`config.mk`:
```
export PLATFORM = sky130hd
export DESIGN_NAME = dnoc_dma_rd_sched
export DESIGN_NICKNAME = d
export VERILOG_FILES = /design/src/rtl/dnoc_pkg.sv /design/src/rtl/dnoc_rr_arb2.sv /design/src/rtl/dnoc_dma_rd_sched.sv
export SDC_FILE = /design/constraint.sdc
export NUM_CORES = 1
export LEC_CHECK = 0
export BUFFER_PORTS_ARGS = -buffer_cell sky130_fd_sc_hd__buf_2
export CORE_AREA = 2 2 230 232
export CTS_BUF_LIST = sky130_fd_sc_hd__clkbuf_8
export DETAILED_ROUTE_END_ITERATION = 8
export DIE_AREA = 0 0 232 234
export PLACE_DENSITY_LB_ADDON = 0.2
export SLEW_MARGIN = 10
export SYNTH_ARGS = -nofsm -noshare
export SYNTH_HDL_FRONTEND = slang
export SYNTH_SLANG_ARGS = --single-unit
```
`constraint.sdc`:
```
create_clock -name clk -period 2 [get_ports clk]
set_clock_uncertainty 0.05 [all_clocks]
set_input_delay 0.6 -clock clk [delete_from_list [all_inputs] [get_ports clk]]
set_output_delay 0.6 -clock clk [all_outputs]
set_load 0.02 [all_outputs]
```
`src/rtl/dnoc_pkg.sv`:
```
// Shared types for the DNoC DMA read-command path.
// Holds the read cfg bundle and the scheduler state encoding.
package dnoc_pkg;

  localparam int unsigned DMA_AW = 13;

  typedef struct packed {
    logic [1:0][DMA_AW-1:0] base_addr;
    logic [DMA_AW-1:0]      ping_lenth;
    logic [DMA_AW-1:0]      pong_lenth;
    logic [11:0]            noc_mc_scale;
    logic                   req_sel;
    logic                   pingpong_en;
    logic [10:0]            pingpong_num;
    logic [3:0][DMA_AW-1:0] loop_lenth;
    logic [3:0][DMA_AW-1:0] loop_gap;
  } dma_rd_cfg_t;

  typedef enum logic [1:0] {
    ST_IDLE      = 2'd0,
    ST_ISSUE     = 2'd1,
    ST_WAIT_DONE = 2'd2
  } rd_state_e;

  typedef enum logic {
    SRC_NOC  = 1'b0,
    SRC_CORE = 1'b1
  } rd_src_e;

endpackage

```
`src/rtl/dnoc_rr_arb2.sv`:
```
// Two-way round-robin arbiter with grant enable.
// Bit 0 is the NoC requester, bit 1 the core requester.
module dnoc_rr_arb2 (
  input  logic       clk,
  input  logic       rst_n,
  input  logic       i_en,
  input  logic [1:0] i_req,
  output logic [1:0] o_gnt
);

  logic       r_ptr;
  logic [1:0] w_gnt;

  // r_ptr=1 means the core side wins the next tie
  always_comb begin
    w_gnt = 2'b00;
    if (i_en) begin
      if (i_req == 2'b11) begin
        w_gnt = r_ptr ? 2'b10 : 2'b01;
      end else begin
        w_gnt = i_req;
      end
    end
  end

  always_ff @(posedge clk or negedge rst_n) begin
    if (!rst_n) begin
      r_ptr <= 1'b0;
    end else if (|w_gnt) begin
      r_ptr <= w_gnt[0];
    end
  end

  assign o_gnt = w_gnt;

endmodule

```
`src/rtl/dnoc_dma_rd_sched.sv`:
```
// DMA read-command scheduler: arbitrates NoC and core requests,
// issues one command at a time and routes completion back.
module dnoc_dma_rd_sched
  import dnoc_pkg::*;
#(
  parameter int CNT_W = 16
) (
  input  logic             clk,
  input  logic             rst_n,
  input  logic             noc_rd_req,
  output logic             noc_rd_gnt,
  input  dma_rd_cfg_t      noc_rd_cfg,
  input  logic             core_rd_req,
  output logic             core_rd_gnt,
  input  dma_rd_cfg_t      core_rd_cfg,
  output logic             dma_rd_valid,
  input  logic             dma_rd_ready,
  output dma_rd_cfg_t      dma_rd_cfg,
  output logic             dma_rd_src,
  input  logic             dma_rd_done,
  output logic             noc_rd_done,
  output logic             core_rd_done,
  output logic             busy,
  output logic             err_spurious_done,
  output logic [CNT_W-1:0] noc_gnt_cnt,
  output logic [CNT_W-1:0] core_gnt_cnt
);

  rd_state_e        r_state;
  dma_rd_cfg_t      r_cfg;
  logic             r_src;
  logic             r_err;
  logic [CNT_W-1:0] r_noc_cnt;
  logic [CNT_W-1:0] r_core_cnt;

  logic       w_arb_en;
  logic [1:0] w_gnt;
  logic       w_done_ok;

  // gating with rst_n keeps grants low while reset is held
  assign w_arb_en = rst_n && (r_state == ST_IDLE);

  dnoc_rr_arb2 u_arb (
    .clk   (clk),
    .rst_n (rst_n),
    .i_en  (w_arb_en),
    .i_req ({core_rd_req, noc_rd_req}),
    .o_gnt (w_gnt)
  );

  assign w_done_ok = (r_state == ST_WAIT_DONE) && dma_rd_done;

  always_ff @(posedge clk or negedge rst_n) begin
    if (!rst_n) begin
      r_state <= ST_IDLE;
      r_cfg   <= '0;
      r_src   <= SRC_NOC;
    end else begin
      unique case (r_state)
        ST_IDLE: begin
          if (|w_gnt) begin
            r_cfg   <= w_gnt[1] ? core_rd_cfg : noc_rd_cfg;
            r_src   <= w_gnt[1];
            r_state <= ST_ISSUE;
          end
        end
        ST_ISSUE: begin
          if (dma_rd_ready) begin
            r_state <= ST_WAIT_DONE;
          end
        end
        ST_WAIT_DONE: begin
          if (dma_rd_done) begin
            r_state <= ST_IDLE;
          end
        end
        default: r_state <= ST_IDLE;
      endcase
    end
  end

  // a done outside WAIT_DONE (incl. same cycle as ready) is an error
  always_ff @(posedge clk or negedge rst_n) begin
    if (!rst_n) begin
      r_err <= 1'b0;
    end else if (dma_rd_done && !w_done_ok) begin
      r_err <= 1'b1;
    end
  end

  always_ff @(posedge clk or negedge rst_n) begin
    if (!rst_n) begin
      r_noc_cnt  <= '0;
      r_core_cnt <= '0;
    end else begin
      if (w_gnt[0] && (r_noc_cnt != '1)) begin
        r_noc_cnt <= r_noc_cnt + CNT_W'(1);
      end
      if (w_gnt[1] && (r_core_cnt != '1)) begin
        r_core_cnt <= r_core_cnt + CNT_W'(1);
      end
    end
  end

  assign noc_rd_gnt        = w_gnt[0];
  assign core_rd_gnt       = w_gnt[1];
  assign dma_rd_valid      = (r_state == ST_ISSUE);
  assign dma_rd_cfg        = r_cfg;
  assign dma_rd_src        = r_src;
  assign noc_rd_done       = w_done_ok && (r_src == SRC_NOC);
  assign core_rd_done      = w_done_ok && (r_src == SRC_CORE);
  assign busy              = (r_state != ST_IDLE);
  assign err_spurious_done = r_err;
  assign noc_gnt_cnt       = r_noc_cnt;
  assign core_gnt_cnt      = r_core_cnt;

endmodule
```
==> impl_metrics.tcl, run 1 <==
set metrics [dict create \
    start_util_pct 19.1 \
    synthMostInstantiatedCell "nand2_1" \
    synth_nets 1526 \
    cts_root_buffer "clkbuf_8" \
    h-tree-depth 2 \
    met1_usage_pct 16.4 \
    first_global_vias 10339 \
    clock.fmax_mhz 422 \
    r2r-start "r_state[1]" \
    vdd_drop_max_mv 0.555 \
    final.period_utilization_pct 119 \
    path_class "reg2out" \
    setup_violations 7 \
    fin_nets 2158 \
    cts_buffer_depth 3 \
    cp_data_required_time_ps 1350 \
    ys_seq_elements 218 \
    synth_top_area_cell "dfrtp_1" \
    path_clk_slew_ps 60 \
    fin_crit_ps 2370 \
    drive_gt1_share_pct 41.9 \
    r2r_end "dma_rd_cfg[39]" \
    min_path_type "in2async" \
    avgSynthCellArea_um2 8.60 \
    arrival_ps 1720 \
    fin_tns_setup_ps -1690 \
    ys_types 44 \
    numCtsBuffers 43 \
    p_per_area_nw_per_um2 1480 \
    drtAntennaViolNets 0 \
    reg2regPathDepth 9 \
    use_met2_pct 22.7 \
    drv_slew 0 \
    yosysSeqAreaShare_pct 54.8 \
    std_cell_rows 84 \
    vias 10720 \
    cp-start-kind "flop" \
    crit_path_end_kind "output port" \
    r2r_slack_ps -20 \
    track_usage_pct 13.8 \
    gp_congestion 0.854 \
    io-pin-count 589 \
    die_y_um 234 \
    syn_inst 1156 \
    ys_top_cells_by_count "nand2_1, dfrtp_1, nor2_1, a31oi_1, clkbuf_1" \
    cts_tree "yes" \
    dr.pass1.iters 5 \
    area_delta_synth_final_pct 54.5 \
    worst_pin_slew_ps 766 \
    avgViaCountPerCell 4.27 \
    finalHoldViolations 0 \
    grt_first_pass_wirelength_mm 58.7 \
    grt_max_degree 117 \
    wire_per_inst_um 16.3 \
    cts_sinks 218 \
    synthArstFlopShare_pct 100 \
    leakage_nw 7.85 \
    synth_ff_type "dfrtp_1" \
    core_area_um2 52000 \
    port_buffers 588 \
    status "complete, but fails checks" \
    grtUsageMet3_pct 5.52 \
    drv_cap 0 \
    hpwl_mm 30.1 \
    syn_area_um2 9950 \
    wirelength_mm 40.9 \
    holdWs_ps 64.5 \
    route.detailed.drc 0 \
    rsz0062_at_grt "yes" \
    grt-ovfl-total 0 \
    drt_iter0_drc 482 \
    slew_headroom_pct 48.9 \
    antenna_found_initial 5 \
    crit_fanout 4 \
    fin_area_um2 15400 \
    violations "setup timing" \
    dieWidth_um 232 \
    busiest_layer "met2" \
    synth-edff-count 0 \
    yosys_warnings 0 \
    dieArea_um2 54300 \
    clkLatencyLatePin_ps 600 \
    yosys.area.top_type_share_pct 54.8 \
    ys_top_cells_by_area "dfrtp_1, nand2_1, a31oi_1, nor2_1, clkbuf_1" \
    place_ws_ps -77.2 \
    final_critical_path_setup_slack_ps -371 \
    dpl_cell_area_um2 14100 \
]
## kinds of logic (layout without fill, tap and decap cells)
family	count (synthesis)	in the layout	share of synthesized area (%)
adder cells (fa/ha/maj)	2	2	0.252
AO/OA/AOI/OAI	194	194	12.3
XOR/XNOR	27	27	2.38
other	0	1	0
multiplexers	4	4	0.453
AND/OR/NAND/NOR	624	624	25.9
buffers and inverters	87	751	3.87
flip-flops	218	218	54.8
## how the worst max path moves through the flow
stage	start	endpoint	cells after the start
final	r_state[1]	noc_rd_gnt	5
after global routing	r_state[1]	core_rd_gnt	4
after CTS	r_state[1]	core_rd_gnt	4
after detailed placement	rst_n	dma_rd_cfg[179]	8
after global placement	rst_n	noc_rd_gnt	6
after floorplan	rst_n	noc_rd_gnt	4
## critical path: stages, from the launching register on
cell,delay (ps)
dfrtp_2,440
nor3b_4,310
buf_6,160
nand2_8,50
inv_8,50
buf_6,110
## metal layers
metal / vias up / part of all wire [%]
li1: 5191 / -
met1: 5040 / 40
met2: 417 / 48
met3: 64 / 9.5
met4: 8 / 2.4
met5: - / 0.11
## layout make-up
type | count | area, µm²
fill | 5696 | 36700
sequential | 218 | 5470
multi-input combinational | 851 | 4190
timing repair buffer | 668 | 3960
tap | 688 | 861
clock buffer | 52 | 716
clock inverter | 25 | 134
inverter | 6 | 32.5
antenna | 1 | 2.50
## power by group
part	total [W]	internal [W]	switching, W
Sequential	0.00773	0.00649	0.00124
Clock	0.00455	0.00247	0.00208
Combinational	0.0104	0.00395	0.00644
## flip-flops by register name, indices dropped and copies added, names as in the netlist
signal / cells
dma_rd_src: 1
dma_rd_cfg: 181
err_spurious_done: 1
r_state: 2
u_arb.r_ptr: 1
core_gnt_cnt: 16
noc_gnt_cnt: 16
## metrics by stage
step	cells	utilization, %	power [W]
after floorplan	1156	-	0.0135
after CTS	2496	29.0	0.0228
after global placement	2415	27.2	0.0178
final	2509	29.5	0.0227
after global routing	2509	29.5	0.0243
after detailed placement	2415	27.2	0.0178
## placed cells by master (no fill, tap or decap), types with 6 or more instances in the layout
cell type,instances
nand3_1,9
nor4_1,7
nor2_1,183
a31oi_1,181
clkbuf_8,52
buf_6,8
buf_2,572
inv_1,24
dfrtp_1,208
nand2_1,373
xor2_1,20
dfrtp_2,10
buf_4,60
and3_1,8
nor3_1,6
buf_12,18
nand4_1,11
xnor2_1,7
## what timing repair did
item / in CTS / in global routing
hold buffers: 0 / 0
resized for setup: 29 / 24
cloned: 0 / 5
endpoints found under the setup margin: 15 / 86
setup buffers: 4 / 8
pin swaps: 2 / 6
No activity file was read; power rests on OpenSTA's default activity.
==> inputs of run 2 (changes only) <==
--- a/config.mk
+++ b/config.mk
@@ -8,6 +8,7 @@
 export BUFFER_PORTS_ARGS = -buffer_cell sky130_fd_sc_hd__buf_2
 export CORE_AREA = 2 2 230 232
 export CTS_BUF_LIST = sky130_fd_sc_hd__clkbuf_8
+export CTS_CLUSTER_SIZE = 24
 export DETAILED_ROUTE_END_ITERATION = 8
 export DIE_AREA = 0 0 232 234
 export PLACE_DENSITY_LB_ADDON = 0.2
==> constraint.sdc (replaced) <==
create_clock -name clk -period 2 [get_ports clk]
set_clock_uncertainty 0.05 [all_clocks]
set_input_delay 0.1 -clock clk [delete_from_list [all_inputs] [get_ports clk]]
set_output_delay 0.1 -clock clk [all_outputs]
set_load 0.02 [all_outputs]
==> impl_metrics.tcl, run 2 (synthesis results as in run 1) <==
set metrics [dict create \
    io-pin-count 589 \
    dr.pass1.iters 5 \
    grt_max_degree 103 \
    clock.fmax_mhz 521 \
    fin_nets 2501 \
    wirelength_mm 44.7 \
    fin_crit_ps 1920 \
    cts_tree "yes" \
    antenna_found_initial 3 \
    drv_slew 0 \
    start_util_pct 19.1 \
    final_critical_path_setup_slack_ps 79.4 \
    avgViaCountPerCell 4.32 \
    busiest_layer "met2" \
    status "completed" \
    drtAntennaViolNets 0 \
    crit_path_end_kind "output port" \
    worst_pin_slew_ps 691 \
    port_buffers 588 \
    slew_headroom_pct 53.9 \
    seqCellArea_um2 5460 \
    final_cell_mix "buf_2, nand2_1, dlygate4sd3_1" \
    final.period_utilization_pct 96.0 \
    route.detailed.drc 0 \
    n_antenna_cell 0 \
    cts_root_buffer "clkbuf_8" \
    cts_buffer_depth 3 \
    grt-ovfl-total 0 \
    grt_first_pass_wirelength_mm 67.3 \
    dieWidth_um 232 \
    p_per_area_nw_per_um2 1240 \
    grtUsageMet3_pct 5.11 \
    clkLatencyLatePin_ps 600 \
    cts_sinks 218 \
    post-route-util_pct 35.9 \
    fillers 5268 \
    dieArea_um2 54300 \
    area_delta_synth_final_pct 87.6 \
    gp_congestion 0.839 \
    met1_usage_pct 17.9 \
    die_y_um 234 \
    power_w 0.0231 \
    min_path_type "in2reg" \
    std_cell_rows 84 \
    first_global_vias 12539 \
    holdWs_ps 252 \
    arrival_ps 1770 \
    largest_register_ff_count 181 \
    vdd_drop_max_mv 0.658 \
    wire_per_inst_um 15.7 \
    use_met2_pct 26.7 \
    finalHoldViolations 0 \
    numCtsBuffers 43 \
    hpwl_mm 29.6 \
    core_area_um2 52000 \
    fin_tns_setup_ps 0 \
    crit_fanout 4 \
    vias 12326 \
    h-tree-depth 2 \
    leakage_nw 9.22 \
    setup_violations 0 \
    rsz0062_at_grt "yes" \
    track_usage_pct 15.6 \
    path_clk_slew_ps 60 \
    path_class "reg2out" \
    drive_gt1_share_pct 33.5 \
    cp_data_required_time_ps 1850 \
    final_common_cell "buf_2" \
    multi_input_area_um2 4130 \
    place_ws_ps 157 \
    drt_iter0_drc 504 \
    cp-start-kind "flop" \
    drv_cap 0 \
]
-- run 2: cell count changes in the layout (fill, tap and decap cells not counted), moves of 4 or more --
cell / previous run / this run
buf_12: 18 / 12
buf_2: 572 / 584
buf_4: 60 / 39
buf_6: 8 / 1
clkbuf_16: 5 / 0
clkbuf_8: 52 / 58
dfrtp_1: 208 / 218
dfrtp_2: 10 / 0
dlygate4sd3_1: 0 / 369
inv_1: 24 / 15
nor4_1: 7 / 11
nor4_2: 5 / 1
-- run 2: what timing repair did --
action | 4_1_cts | 5_1_grt
pin swaps | 1 | 2
cloned | 1 | 0
setup buffers | 3 | 3
hold endpoints to repair | 407 | 1
endpoints found under the setup margin | 2 | 61
resized for setup | 7 | 9
hold buffers | 368 | 1
-- run 2: final cells by class --
cell class,count,share of cell area (%)
Timing Repair Buffer,1011,39.1
Clock inverter,18,0.456
Sequential cell,218,29.2
Inverter,6,0.201
Multi-Input combinational cell,851,22.1
Clock buffer,58,4.28
Tap cell,688,4.61
-- run 2: path summary, 6_finish.rpt --
| kind | cells past startpoint | slack (ps) | to | start |
|---|---|---|---|---|
| max in group asynchronous | 5 | 370 | dma_rd_cfg[30] | rst_n |
| hold / removal | 4 | 250 | dma_rd_cfg[145] | noc_rd_cfg[145] |
| setup / recovery | 6 | 80 | noc_rd_gnt | r_state[1] |
| setup reg to reg | 7 | 100 | dma_rd_cfg[36] | r_state[1] |
| hold reg to reg | 1 | 400 | err_spurious_done | err_spurious_done |
| min in group asynchronous | 4 | 590 | dma_rd_cfg[129] | rst_n |
-- run 2: layer usage --
layer	vias to the layer above	share of wire, %
met2	502	48
met3	114	8.2
met1	5829	40
met5	-	0.076
met4	6	3.8
li1	5875	-
-- run 2: power by group --
group	internal, W	switching (W)	total (W)
logic	0.00414	0.00661	0.0107
clock network	0.00258	0.00213	0.00471
registers	0.00648	0.00121	0.00769
total	0.0132	0.00995	0.0231
-- run 2: per-stage QoR --
stage	area, µm²	instances
2_1_floorplan	9950	1156
3_3_place_gp	13900	2398
3_5_place_dp	13900	2398
4_1_cts	18600	2846
5_1_grt	18700	2850
6_report	18700	2850
-- run 2: worst max-delay path, stage by stage, from the launching register on --
cell and delay [ps]:
dfrtp_1 410, nor3b_4 270, buf_6 160, nand2_8 70, clkinv_8 60, buf_16 100
buf_8 100
